===== src/rtl/spm_mult.sv =====
// -----------------------------------------------------------------------------
// spm_mult
//
// Purpose:
//   Serial-parallel multiplier built from a chain of WIDTH carry-save cells.
//   The multiplicand is held in parallel in x_reg. The multiplier is shifted
//   through the chain LSB-first from y_reg. One product bit leaves the chain
//   per cycle. The full 2*WIDTH-bit product is collected in a shift register
//   and handed out with a valid/ready handshake.
//
// Parameters:
//   WIDTH  - operand width in bits (2..64)
//   SIGNED - 1: two's-complement operands and product, 0: unsigned
//
// Ports:
//   clk       - clock, all flops rise-edge
//   rst       - asynchronous active-low reset
//   in_valid  - operand pair valid
//   in_ready  - block can accept operands (high only in IDLE)
//   a         - parallel multiplicand
//   b         - multiplier, consumed serially LSB-first
//   out_valid - product valid (high only in DONE)
//   out_ready - consumer accepts product
//   p         - 2*WIDTH-bit product, driven only from the product register
//   busy      - high in RUN or DONE
// -----------------------------------------------------------------------------
module spm_mult #(
    parameter int WIDTH  = 32,
    parameter bit SIGNED = 1'b1
) (
    input  logic                 clk,
    input  logic                 rst,
    input  logic                 in_valid,
    output logic                 in_ready,
    input  logic [WIDTH-1:0]     a,
    input  logic [WIDTH-1:0]     b,
    output logic                 out_valid,
    input  logic                 out_ready,
    output logic [2*WIDTH-1:0]   p,
    output logic                 busy
);

    localparam int               CNT_W    = $clog2(2 * WIDTH);
    localparam logic [CNT_W-1:0] CNT_LAST = CNT_W'(2 * WIDTH - 1);

    typedef enum logic [1:0] {
        IDLE,
        RUN,
        DONE
    } state_t;

    state_t state;
    state_t state_nxt;

    // Operand registers.
    logic [WIDTH-1:0]   x_reg;
    logic [WIDTH-1:0]   y_reg;

    // Per-cell carry-save state: cell i owns sum_reg[i] and carry_reg[i].
    logic [WIDTH-1:0]   sum_reg;
    logic [WIDTH-1:0]   carry_reg;

    // Per-cell combinational inputs and results for the current cycle.
    logic [WIDTH-1:0]   pp;
    logic [WIDTH-1:0]   sum_in;
    logic [WIDTH-1:0]   sum_nxt;
    logic [WIDTH-1:0]   carry_nxt;

    logic [2*WIDTH-1:0] prod_reg;
    logic [CNT_W-1:0]   count;

    logic               accept;
    logic               y_fill;
    logic               top_in;

    // -------------------------------------------------------------------------
    // Control decode.
    // -------------------------------------------------------------------------
    assign accept = (state == IDLE) && in_valid;

    // Bit shifted into the top of y_reg. In signed mode the register shifts
    // arithmetically, so once all of b has been consumed the chain keeps
    // seeing b's sign bit. In unsigned mode zeros follow b.
    assign y_fill = SIGNED ? y_reg[WIDTH-1] : 1'b0;

    // Signed mode uses the Baugh-Wooley form for the negative-weight top bit
    // of x. The top cell adds ~(x[MSB] & y) instead of subtracting
    // x[MSB] & y. The constant left over from the 2*WIDTH inverted terms
    // reduces to 2^(WIDTH-1) mod 2^(2*WIDTH). That constant is injected once,
    // through the top cell's sum input on the first RUN cycle. Every value in
    // the chain then stays non-negative, and the carry-save arithmetic is
    // exact.
    assign top_in = SIGNED && (count == '0);

    // -------------------------------------------------------------------------
    // Carry-save cell chain. Each cell is a full adder. Its inputs are its
    // partial product bit, the sum from the neighbouring cell above (the
    // right shift of the accumulator), and its own carry from the previous
    // cycle. The new sum of cell 0 is the product bit produced this cycle.
    // -------------------------------------------------------------------------
    for (genvar i = 0; i < WIDTH; i++) begin : g_cell
        if (i == WIDTH - 1) begin : g_top
            assign sum_in[i] = top_in;
            if (SIGNED) begin : g_signed_pp
                assign pp[i] = ~(x_reg[i] & y_reg[0]);
            end else begin : g_unsigned_pp
                assign pp[i] = x_reg[i] & y_reg[0];
            end
        end else begin : g_body
            assign sum_in[i] = sum_reg[i+1];
            assign pp[i]     = x_reg[i] & y_reg[0];
        end

        assign sum_nxt[i]   = pp[i] ^ sum_in[i] ^ carry_reg[i];
        assign carry_nxt[i] = (pp[i] & sum_in[i])
                            | (pp[i] & carry_reg[i])
                            | (sum_in[i] & carry_reg[i]);
    end

    // -------------------------------------------------------------------------
    // FSM state register.
    // -------------------------------------------------------------------------
    always_ff @(posedge clk or negedge rst) begin
        if (!rst) begin
            state <= IDLE;
        end else begin
            state <= state_nxt;
        end
    end

    // -------------------------------------------------------------------------
    // Next-state and handshake outputs.
    // RUN lasts exactly 2*WIDTH cycles. DONE always returns to IDLE before a
    // new pair is accepted.
    // -------------------------------------------------------------------------
    always_comb begin
        state_nxt = state;
        in_ready  = 1'b0;
        out_valid = 1'b0;
        busy      = 1'b0;
        unique case (state)
            IDLE: begin
                in_ready = 1'b1;
                if (in_valid) begin
                    state_nxt = RUN;
                end
            end
            RUN: begin
                busy = 1'b1;
                if (count == CNT_LAST) begin
                    state_nxt = DONE;
                end
            end
            DONE: begin
                busy      = 1'b1;
                out_valid = 1'b1;
                if (out_ready) begin
                    state_nxt = IDLE;
                end
            end
            default: begin
                state_nxt = IDLE;
            end
        endcase
    end

    // -------------------------------------------------------------------------
    // Datapath registers.
    // Accepting a pair captures the operands and clears the chain, the product
    // register and the counter, so nothing from an earlier or aborted
    // operation can leak into the new one. In RUN the chain advances one
    // step, y shifts right, and the bit leaving cell 0 enters the product
    // register at its MSB. After 2*WIDTH steps the product is LSB-aligned.
    // In IDLE and DONE everything holds, which keeps p stable under
    // backpressure.
    // -------------------------------------------------------------------------
    always_ff @(posedge clk or negedge rst) begin
        if (!rst) begin
            x_reg     <= '0;
            y_reg     <= '0;
            sum_reg   <= '0;
            carry_reg <= '0;
            prod_reg  <= '0;
            count     <= '0;
        end else if (accept) begin
            x_reg     <= a;
            y_reg     <= b;
            sum_reg   <= '0;
            carry_reg <= '0;
            prod_reg  <= '0;
            count     <= '0;
        end else if (state == RUN) begin
            y_reg     <= {y_fill, y_reg[WIDTH-1:1]};
            sum_reg   <= sum_nxt;
            carry_reg <= carry_nxt;
            prod_reg  <= {sum_nxt[0], prod_reg[2*WIDTH-1:1]};
            if (count == CNT_LAST) begin
                count <= '0;
            end else begin
                count <= count + 1'b1;
            end
        end
    end

    assign p = prod_reg;

endmodule

===== config.mk =====
export PLATFORM = sky130hd
export DESIGN_NAME = spm_mult
export DESIGN_NICKNAME = d
export VERILOG_FILES = /design/src/rtl/spm_mult.sv
export SDC_FILE = /design/constraint.sdc
export NUM_CORES = 1
export LEC_CHECK = 0
export ABC_AREA = 1
export BUFFER_PORTS_ARGS = -buffer_cell sky130_fd_sc_hd__buf_4
export CAP_MARGIN = 10
export CELL_PAD_IN_SITES_DETAIL_PLACEMENT = 0
export CELL_PAD_IN_SITES_GLOBAL_PLACEMENT = 1
export CORE_UTILIZATION = 40
export DETAILED_ROUTE_END_ITERATION = 12
export PLACE_DENSITY = 0.83
export SLEW_MARGIN = 10
export SYNTH_ARGS = -nofsm -noshare
export SYNTH_HDL_FRONTEND = slang
export SYNTH_SLANG_ARGS = --single-unit

===== constraint.sdc =====
create_clock -name clk -period 1.6 [get_ports clk]
set_input_delay 0.16 -clock clk [delete_from_list [all_inputs] [get_ports clk]]
set_output_delay 0.16 -clock clk [all_outputs]
set_load 0.005 [all_outputs]

# Word level (Yosys, flattened, before mapping)
# Cells that the tools add are included.
# W data, S select, Z words.
# op_classes
add_sub_neg	1
n_eq_ne	6
mux	18
bitwise	257
reduce_logical	6
# op_table
cell	count
$mux W32	5
$and A1 B1 Y1	128
$mux W64	2
$or A1 B1 Y1	64
$xor A1 B1 Y1	64
$mux W31	1
$mux W6	3
$add A6 B1 Y6 const B	1
$eq A6 B6 Y1 const B	1
$logic_not A6 Y1	1
$mux W2	3
$ne A2 B2 Y1 const B	3
$pmux W2 S3	1
$mux W1	3
$reduce_and A3 Y1	1
$eq A2 B1 Y1 const B	1
$eq A2 B2 Y1 const B	1
$logic_not A2 Y1	1
$reduce_bool A2 Y1	1
$reduce_or A2 Y1	1
$logic_and A1 B1 Y1	1
$not A1 Y1	1
# totals
regBits	200
in_bits	68
output_inout_bits	67
wordCells	296

# Logic depth before layout (Yosys ltp)
# Gate-level depths: netlist of the first run.
# logic_depth
ltp_word	7
depth_mapped	8
ltp_nobuf	8

# Worst setup path after synthesis of the first run
# Ideal clock, no wire load.
# synth_path
path_type	register to register
start	reg y_reg[0]
end	reg sum_reg[1]
setup_ps	94
t_arrival_ps	1482
t_required_ps	1506
setup_slack_ps	24
stages_incl_launch_ff	6
path_buffers	2
period_less_slack_ps	1576
path_cell_list	dfrtp_1 clkbuf_1 clkbuf_1 nand2_1 fa_1 a211oi_1
# synth_via
elab_chain_cells	5
# synth_rtl
item	line	source
start: declaration	57	logic [WIDTH-1:0] y_reg;
start signal: assignment	193	y_reg <= {y_fill, y_reg[WIDTH-1:1]};
$and A1 B1 Y1	111	assign pp[i] = x_reg[i] & y_reg[0];
$xor A1 B1 Y1 (2 in series)	114	assign sum_nxt[i] = pp[i] ^ sum_in[i] ^ carry_reg[i];
$mux W32	192	end else if (state == RUN) begin
$mux W32	185	end else if (accept) begin
end signal: assignment	194	sum_reg <= sum_nxt;
end: declaration	60	logic [WIDTH-1:0] sum_reg;
# No other way between the ends. The select of a mux whose other input is x is not followed.
# A chain may end at the register's enable or synchronous reset.

# Final worst setup path of the first run
# layout_path
start	reg count[1]
end	reg sum_reg[31]
# layout_via
elab_chain_cells	5
# layout_rtl
item	line	source
start: declaration	70	logic [CNT_W-1:0] count;
start signal: assignment	200	count <= count + 1'b1;
$logic_not A6 Y1	93	assign top_in = SIGNED && (count == '0);
$xor A1 B1 Y1 (2 in series)	114	
$mux W32	192	
$mux W32	185	
# No other way between the ends. The select of a mux whose other input is x is not followed.

==> flow_metrics.py, run 1 <==
metrics = {
    "status": {
        "status": "complete, no violations",
    },
    "floorplan": {
        "die_w_um": 156,
        "die_area_um2": 24400,
        "core_um2": 23400,
        "boundaryPins": 135,
        "rows": 56,
        "die_h_um": 156,
        "initial_utilization": 0.406,
    },
    "sta": {
        "period_share": 0.960,
        "drv_slew": 0,
        "clock_skew_ns": 0.0129,
        "rsz0062_at_grt": "true",
        "period_minus_slack_ns": 1.54,
        "setup_viol": 0,
        "worst_slew_pin_slew_ns": 0.397,
        "hold_slack_ns": 0.0123,
        "hold_viol_final": 0,
        "slew_headroom": 0.735,
        "max_freq_mhz": 651,
    },
    "yosys": {
        "synth_area_leaders": "dfrtp_1 52%, a211oi_2 8.0%, nor2_1 7.7%, fa_1 6.7%, o21ai_0 6.3%",
        "async_flop_share": 1.00,
        "synth-seq-area-share": 0.524,
        "synth_area_um2": 9510,
        "yosysWarnings": 0,
        "yosysTopAreaCell": "dfrtp_1",
        "ys.flop_type": "dfrtp_1",
        "synth_cell_type_count": 26,
        "syn_avg_cell_area_um2": 9.54,
        "synth-edff-count": 0,
        "syn-num-nets": 1104,
        "syn-instance-count": 997,
        "ys_seq_elements": 199,
        "synth_top_area_frac": 0.524,
    },
    "drt": {
        "wirelength_um": 21100,
        "vias_per_cell": 4.71,
        "vias": 7189,
        "wl_per_cell_um": 13.8,
        "drt_first_pass_iters": 4,
        "drc_errors": 0,
        "drtAntennaViolNets": 0,
        "drtIter0Drc": 358,
    },
    "clocking": {
        "cts_buffers": 17,
        "numClockSinks": 199,
        "clk_latency_ns": 0.43,
        "ctsRootBufferMaster": "clkbuf_16",
        "cts_tree": "yes",
        "htree_levels": 4,
        "clk_pin_slew_ns": 0.08,
        "cts.path.max_buffers": 2,
    },
    "place": {
        "dp_hpwl_um": 13100,
        "portBuffers": 134,
        "place_area_um2": 11100,
        "place_congestion": 0.737,
    },
    "global_route": {
        "antenna_found_initial": 0,
        "grt-ovfl-total": 0,
        "grt_pass1_vias": 6999,
        "grt_first_pass_wirelength_um": 34500,
        "grt_max_degree": 50,
        "grt_usage": 0.177,
    },
    "pwr": {
        "ir_drop_mv": 0.876,
        "power.leakage_nw": 5.82,
        "cellPowerDensity_nw_per_um2": 2030,
    },
    "cells_and_area": {
        "syn2layout_area_growth_pct": 30.7,
        "fin_area_um2": 12400,
        "nNetsFinal": 1302,
        "drive_gt1_frac": 0.239,
        "largest_reg_flops": 63,
        "n_antenna_cell": 0,
    },
    "min_path": {
        "hold_path_class": "in -> reg",
    },
    "critical_path": {
        "cp-start-kind": "flip-flop",
        "worstPathRequired_ns": 1.91,
        "crit_fanout": 2,
        "crit_type": "reg -> reg",
        "arrival_ns": 1.85,
        "cp-end-kind": "flip-flop",
    },
    "flow_run": {
        "maxCapViolCount": 0,
    },
}
Yosys cell counts, types with 7 or more instances:
master and n:
dfrtp_1 199, nor2_1 194, nand2_1 159, o21ai_0 120, inv_1 101, a211oi_2 61, o21ai_1 36, fa_1 32
buf_2 30, buf_4 12, buf_6 12, clkbuf_1 11, nand3_1 9, ha_1 7
worst max-delay path: stages, from the launching register on:
cell and delay [ns]:
dfrtp_1 0.39, inv_2 0.08, ha_4 0.14, nand2_4 0.05, nor3_4 0.19, fa_1 0.44
nand3_1 0.08, o21ai_1 0.06
path summary, 6_finish.rpt:
| check | start | endpoint | slack [ns] | cells after the start |
|---|---|---|---|---|
| max | count[1] | sum_reg[31] | 0.06 | 7 |
| min reg2reg | x_reg[0] | x_reg[0] | 0.49 | 2 |
| max reg2reg | count[1] | sum_reg[31] | 0.06 | 7 |
| max in group asynchronous | rst | p[41] | 0.77 | 3 |
| min | b[20] | y_reg[20] | 0.01 | 3 |
| min in group asynchronous | rst | x_reg[10] | 0.23 | 2 |
cells by family (layout without fill, tap and decap cells):
| kind of cell | Yosys count | after routing | share of synthesized area |
|---|---|---|---|
| flip-flops | 199 | 199 | 0.524 |
| AND/OR/NAND/NOR | 366 | 366 | 0.147 |
| XOR/XNOR | 2 | 2 | 0.00184 |
| buffers and inverters | 170 | 381 | 0.0858 |
| adder cells (fa/ha/maj) | 39 | 39 | 0.0766 |
| AO/OA/AOI/OAI | 221 | 221 | 0.165 |
per-layer routing:
metal	GRT usage	vias to the layer above	wire [um]	part of all wire
met5	0	-	0	0
met4	0.0434	0	258	0.012
met3	0.0411	18	774	0.037
met2	0.286	126	10400	0.49
met1	0.241	3493	9630	0.46
li1	-	3552	-	-
power by group:
part | internal, mW | switching (mW)
Clock | 2.07 | 2.08
Sequential | 7.43 | 1.39
Combinational | 5.64 | 6.56
stage by stage:
| stage | utilization | power (mW) | worst slack (ns) | instances | TNS (ns) |
|---|---|---|---|---|---|
| floorplan | - | 16.8 | 0.0239 | 997 | 0 |
| global placement | 0.473 | 20.3 | -0.00503 | 1426 | -0.00503 |
| detailed placement | 0.473 | 20.7 | -0.00925 | 1426 | -0.0159 |
| CTS | 0.525 | 25.2 | 0.0388 | 1522 | 0 |
| global route | 0.531 | 27.4 | -0.0167 | 1527 | -0.0534 |
| finish | 0.531 | 25.2 | 0.0639 | 1527 | 0 |
area by class of cell:
class	instances	area [um^2]
multi-input combinational	628	3780
clock buffer	18	429
timing repair buffer	246	2310
tap	319	399
sequential	199	4980
clock inverter	14	133
fill	2108	11000
inverter	103	392
placed cells by master (no fill, tap or decap), types with 2 or more instances in the layout:
cell type	count
a211oi_2	61
buf_12	16
buf_16	2
buf_4	159
clkbuf_16	20
clkinv_4	4
clkinvlp_4	2
dfrtp_1	198
dlygate4sd3_1	64
fa_1	32
ha_1	4
ha_4	3
inv_1	98
inv_2	3
inv_4	2
inv_6	3
inv_8	5
nand2_1	158
nand3_1	9
nor2_1	193
nor2_2	2
o21ai_0	116
o21ai_1	40
timing repair:
action / in CTS / in global routing
cloned: 0 / 3
setup endpoints to repair: 19 / 69
pin swaps: 0 / 8
hold buffers: 64 / 0
setup buffers: 0 / 2
resized for setup: 4 / 17
hold endpoints to repair: 98 / 0
No activity file was read; power rests on OpenSTA's default activity.
==> run 2, diff against run 1 <==
==> constraint.sdc (replaced) <==
create_clock -name clk -period 1.2 [get_ports clk]
set_input_delay 0.12 -clock clk [delete_from_list [all_inputs] [get_ports clk]]
set_output_delay 0.12 -clock clk [all_outputs]
set_load 0.005 [all_outputs]
==> run 2 against run 1 <==
  * Design area grew 19%
  * The run now ends with setup timing left
  * Global-route usage grew 3.7 points
  * Hold slack gained 0.085 ns
  * Fmax grew 0.15%
  * Sequential power grew 42%
  * Critical path type unchanged
  * First-iteration DRC count grew 3.9%
==> flow_metrics.py, run 2 (synthesis results as in run 1) <==
metrics = {
    "critical_path": {
        "crit_fanout": 8,
        "r2r-start": "state[0]",
        "ff2ff_setup_slack_ns": -0.33,
        "r2r_cells": 7,
        "cp-start-kind": "flip-flop",
        "cp-end-kind": "flip-flop",
        "worstPathRequired_ns": 1.56,
        "crit_type": "reg -> reg",
        "reg2reg_to": "y_reg[21]",
        "arrival_ns": 1.90,
    },
    "min_path": {
        "hold_path_end": "state[0]",
        "whs_path_depth": 5,
        "hold_path_class": "in -> reg",
        "worstHoldStart": "out_ready",
    },
    "pwr": {
        "ir_drop_mv": 1.53,
        "cellPowerDensity_nw_per_um2": 2880,
        "power.leakage_nw": 6.69,
    },
    "cells_and_area": {
        "seq_area_um2": 4980,
        "layout_common_cells": "198 x dfrtp_1, 173 x buf_4, 112 x nor2_1",
        "fillCellCount": 1852,
        "drive_gt1_frac": 0.475,
        "mostFrequentLayoutCell": "dfrtp_1",
        "syn2layout_area_growth_pct": 55.0,
        "largest_reg_flops": 63,
        "nNetsFinal": 1388,
        "multi_input_area_um2": 4710,
    },
    "flow_run": {
        "maxCapViolCount": 0,
    },
    "place": {
        "portBuffers": 134,
        "dp_hpwl_um": 14600,
        "place_congestion": 0.771,
    },
    "status": {
        "violations": "setup timing",
        "status": "finished with violations",
    },
    "drt": {
        "drtAntennaViolNets": 0,
        "vias": 7965,
        "wl_met3_um": 903,
        "wl_per_cell_um": 16.7,
        "vias_per_cell": 4.93,
        "top_layer": "met4",
        "wirelength_um": 26900,
        "drc_errors": 0,
        "drt_first_pass_iters": 4,
        "drtIter0Drc": 372,
        "dr_wl_met2_um": 13200,
        "wl_met1_um": 12300,
    },
    "floorplan": {
        "rows": 56,
        "die_h_um": 156,
        "initial_utilization": 0.406,
        "die_w_um": 156,
        "boundaryPins": 135,
        "core_um2": 23400,
        "die_area_um2": 24400,
    },
    "clocking": {
        "clk_latency_ns": 0.44,
        "cts_tree": "yes",
        "htree_levels": 4,
        "clk_pin_slew_ns": 0.08,
        "cts.path.max_buffers": 2,
        "numClockSinks": 199,
        "ctsRootBufferMaster": "clkbuf_16",
        "cts_buffers": 17,
    },
    "global_route": {
        "grt_pass1_vias": 7932,
        "grt_first_pass_wirelength_um": 40500,
        "antenna_found_initial": 1,
        "grt-ovfl-total": 0,
        "grt_usage": 0.214,
        "grt_max_degree": 38,
    },
    "sta": {
        "slew_headroom": 0.721,
        "worst_slew_pin_slew_ns": 0.418,
        "clock_skew_ns": 0.0121,
        "max_freq_mhz": 652,
        "drv_slew": 0,
        "setup_viol": 202,
        "fin_setup_tns_ns": -45.43,
        "setup_ws_ns": -0.334,
        "period_minus_slack_ns": 1.53,
        "hold_slack_ns": 0.0974,
        "rsz0062_at_grt": "true",
        "hold_viol_final": 0,
        "period_share": 1.28,
    },
}
-- run 2: changes by cell type in the layout (fill, tap and decap cells not counted), sizes merged --
cell	change
buf	+68
clkbuf	+10
clkinv	+2
diode	+1
dlygate4sd3	+1
inv	+2
nand2	+3
-- run 2: stage by stage --
step	std cells	utilization	total power, mW	setup WS (ns)	cell area (um^2)
floorplan	997	-	24.4	-0.262	10100
global placement	1464	0.500	29.2	-0.250	11700
detailed placement	1464	0.500	29.9	-0.280	11700
CTS	1588	0.585	38.7	-0.281	13700
global route	1614	0.630	45.3	-0.376	14700
finish	1614	0.630	42.4	-0.334	14700
-- run 2: worst max path at each step --
| stage | end | slack (ns) | startpoint | cells past startpoint |
|---|---|---|---|---|
| finish | y_reg[21] | -0.33 | state[0] | 7 |
| global route | y_reg[21] | -0.38 | state[0] | 7 |
| CTS | out_valid | -0.28 | state[0] | 5 |
| detailed placement | sum_reg[31] | -0.28 | count[1] | 7 |
| global placement | sum_reg[31] | -0.25 | count[1] | 7 |
| floorplan | sum_reg[31] | -0.26 | count[0] | 7 |
-- run 2: cell type report --
class	count	share of cell area
timing repair inverter	3	0.00195
antenna	1	0.000170
timing repair buffer	326	0.244
sequential	199	0.338
clock buffer	17	0.0289
tap	319	0.0271
clock inverter	15	0.0110
multi-input combinational	631	0.320
inverter	103	0.0288
-- run 2: power breakdown --
part	internal [mW]	switching, mW	total (mW)
Sequential	9.91	2.59	12.5
Combinational	12.3	11.9	24.2
Clock	2.80	2.91	5.71
-- run 2: what timing repair did --
| action | in CTS | in global routing |
|---|---|---|
| endpoints found under the hold margin | 214 | 0 |
| gates resized for setup | 120 | 189 |
| pin swaps | 14 | 52 |
| setup endpoints to repair | 202 | 202 |
| gates cloned | 13 | 18 |
| hold buffers | 65 | 0 |
| buffers inserted | 14 | 9 |
-- run 2: critical path, stage by stage (launching register included) --
cell	delay [ns]
dfrtp_1	0.42
buf_6	0.14
ha_4	0.22
buf_12	0.16
inv_16	0.10
nand2_8	0.11
clkbuf_16	0.19
o21ai_1	0.12
-- run 2: layer usage --
layer | up-vias | global-route usage
met5 | - | 0
met4 | 0 | 0.0565
met3 | 27 | 0.0372
met2 | 166 | 0.362
met1 | 3995 | 0.283
li1 | 3777 | -
==> run 3, diff against run 2 <==
--- a/config.mk
+++ b/config.mk
@@ -12,7 +12,7 @@
 export CELL_PAD_IN_SITES_GLOBAL_PLACEMENT = 1
 export CORE_UTILIZATION = 40
 export DETAILED_ROUTE_END_ITERATION = 12
-export PLACE_DENSITY = 0.83
+export PLACE_DENSITY = 0.8
 export SLEW_MARGIN = 10
 export SYNTH_ARGS = -nofsm -noshare
 export SYNTH_HDL_FRONTEND = slang
==> constraint.sdc (replaced) <==
create_clock -name clk -period 1.95 [get_ports clk]
set_input_delay 0.195 -clock clk [delete_from_list [all_inputs] [get_ports clk]]
set_output_delay 0.195 -clock clk [all_outputs]
set_load 0.005 [all_outputs]
==> run 3 against run 2 <==
  * Clock power decreased by 37%
  * Utilization decreased by 11 points
  * The flow now finishes without violations
  * Critical path depth decreased by 1
==> flow_metrics.py, run 3 (synthesis results as in run 1) <==
metrics = {
    "critical_path": {
        "arrival_ns": 2.11,
        "ff2ff_setup_slack_ns": 0.19,
        "crit_buf_inv": 2,
        "r2r_cells": 6,
        "cp-start-kind": "flip-flop",
        "startpoint": "state[0]",
        "critPathTopFamily": "flip-flops",
        "crit_fanout": 31,
        "cpMaxStageDelayCell": "dfrtp_1",
        "cp-end-kind": "flip-flop",
        "worstPathRequired_ns": 2.30,
        "r2r-start": "state[0]",
        "critPathMaxStageDelay_ns": 0.44,
        "crit_path_cell_trace": "inv_1, ha_1, nand2_4, buf_4, nand3_1, o21ai_0",
        "reg2reg_to": "count[0]",
        "crit_type": "reg -> reg",
    },
    "floorplan": {
        "initial_utilization": 0.406,
        "die_w_um": 156,
        "die_area_um2": 24400,
        "core_um2": 23400,
        "die_h_um": 156,
        "rows": 56,
        "boundaryPins": 135,
    },
    "flow_run": {
        "maxCapViolCount": 0,
    },
    "pwr": {
        "cellPowerDensity_nw_per_um2": 1650,
        "clkPwrFrac": 0.179,
        "ir_drop_mv": 0.791,
        "power.leakage_nw": 5.68,
        "power.total_mw": 20.1,
        "power_frac_comb": 0.463,
        "netSwitchingFraction": 0.401,
        "p_seq_frac": 0.358,
        "power_switching_mw": 8.04,
        "p_int_mw": 12.0,
    },
    "global_route": {
        "grt_max_degree": 95,
        "antenna_found_initial": 0,
        "grt-ovfl-total": 0,
        "grt_first_pass_wirelength_um": 34800,
        "grt_pass1_vias": 7170,
        "grt_usage": 0.178,
    },
    "min_path": {
        "worstHoldStart": "b[7]",
        "hold_path_end": "y_reg[7]",
        "hold_path_class": "in -> reg",
        "whs_path_depth": 3,
    },
    "drt": {
        "drc_errors": 0,
        "drt_first_pass_iters": 4,
        "wl_per_cell_um": 13.5,
        "vias": 7051,
        "drtAntennaViolNets": 0,
        "drtIter0Drc": 383,
        "wirelength_um": 20400,
        "vias_per_cell": 4.68,
    },
    "cells_and_area": {
        "syn2layout_area_growth_pct": 27.6,
        "mostFrequentLayoutCell": "dfrtp_1",
        "layout_common_cells": "199 x dfrtp_1, 194 x nor2_1, 159 x nand2_1",
        "drive_gt1_frac": 0.219,
        "final_cells": 1506,
        "fin_area_um2": 12100,
        "largest_reg_flops": 63,
        "n_antenna_cell": 0,
        "nNetsFinal": 1281,
        "fillCellCount": 2203,
    },
    "place": {
        "place_area_um2": 10900,
        "place_inst": 1411,
        "portBuffers": 134,
        "dp_hpwl_um": 12700,
        "place_congestion": 0.778,
    },
    "sta": {
        "rsz0062_at_grt": "false",
        "clock_skew_ns": 0.0115,
        "drv_slew": 0,
        "period_minus_slack_ns": 1.76,
        "slew_headroom": 0.581,
        "fin_setup_tns_ns": 0,
        "worst_slew_pin_slew_ns": 0.628,
        "max_freq_mhz": 568,
        "period_share": 0.903,
        "hold_viol_final": 0,
        "setup_viol": 0,
        "hold_slack_ns": 0.0188,
    },
    "clocking": {
        "cts.path.max_buffers": 2,
        "cts_buffers": 17,
        "htree_levels": 4,
        "clk_pin_slew_ns": 0.08,
        "ctsRootBufferMaster": "clkbuf_16",
        "numClockSinks": 199,
        "post_cts_buffers": 0,
        "clk_latency_ns": 0.43,
        "cts_tree": "yes",
    },
    "status": {
        "status": "complete, no violations",
    },
}
==> run 3: cell types whose count changed in the layout (fill, tap and decap cells not counted), moves of 19 or more <==
cell     before  now
buf_4       173  146
nand2_2      41    1
o21ai_1      71   36
o21ai_2      71    0
nor2_4       19    0
buf_12       34   15
fa_2         29    0
fa_1          3   32
nand2_1     106  159
nor2_1      112  194
o21ai_0      14  120
nor2_2       64    1
buf_6        24    0
==> run 3: cell type report <==
cell class,instances,area [um^2],share of cell area
tap,319,399,0.0329
multi-input combinational,628,3730,0.307
sequential,199,4980,0.411
inverter,103,392,0.0323
clock inverter,14,159,0.0131
clock buffer,18,429,0.0354
timing repair buffer,225,2040,0.168
==> run 3: how the worst max path moves through the flow <==
stage	end	cells after the start
floorplan	sum_reg[1]	5
global placement	y_reg[2]	7
detailed placement	count[3]	6
CTS	count[0]	6
global route	count[0]	6
finish	count[0]	6
==> run 3: tightest hold or removal path: stages <==
cell	delay [ns]
buf_4	0.08
o21ai_0	0.07
o21ai_1	0.07
==> run 3: per-stage QoR <==
step	utilization	setup slack, ns
floorplan	-	0.374
global placement	0.466	0.264
detailed placement	0.466	0.202
CTS	0.518	0.178
global route	0.518	0.0293
finish	0.518	0.189
==> run 3: repair_timing <==
| item | 4_1_cts | 5_1_grt |
|---|---|---|
| endpoints found under the hold margin | 119 | 0 |
| hold buffers | 63 | 0 |
| resized for setup | 0 | 0 |
==> run 3: power groups by stage <==
stage / Combinational, mW / Sequential [mW] / Clock (mW)
6_report: 9.28 / 7.19 / 3.59
4_1_cts: 9.48 / 7.20 / 3.70
5_1_grt: 10.6 / 7.44 / 3.85
3_3_place_gp: 9.09 / 7.23 / 0
3_5_place_dp: 9.33 / 7.23 / 0
2_1_floorplan: 6.75 / 7.05 / 0
==> run 3: metal layers <==
metal,global-route usage,share of wire,wire (um)
met1,0.232,0.47,9530
met2,0.295,0.49,9890
met3,0.0469,0.043,871
met4,0.0392,0.0045,91
met5,0,0,0
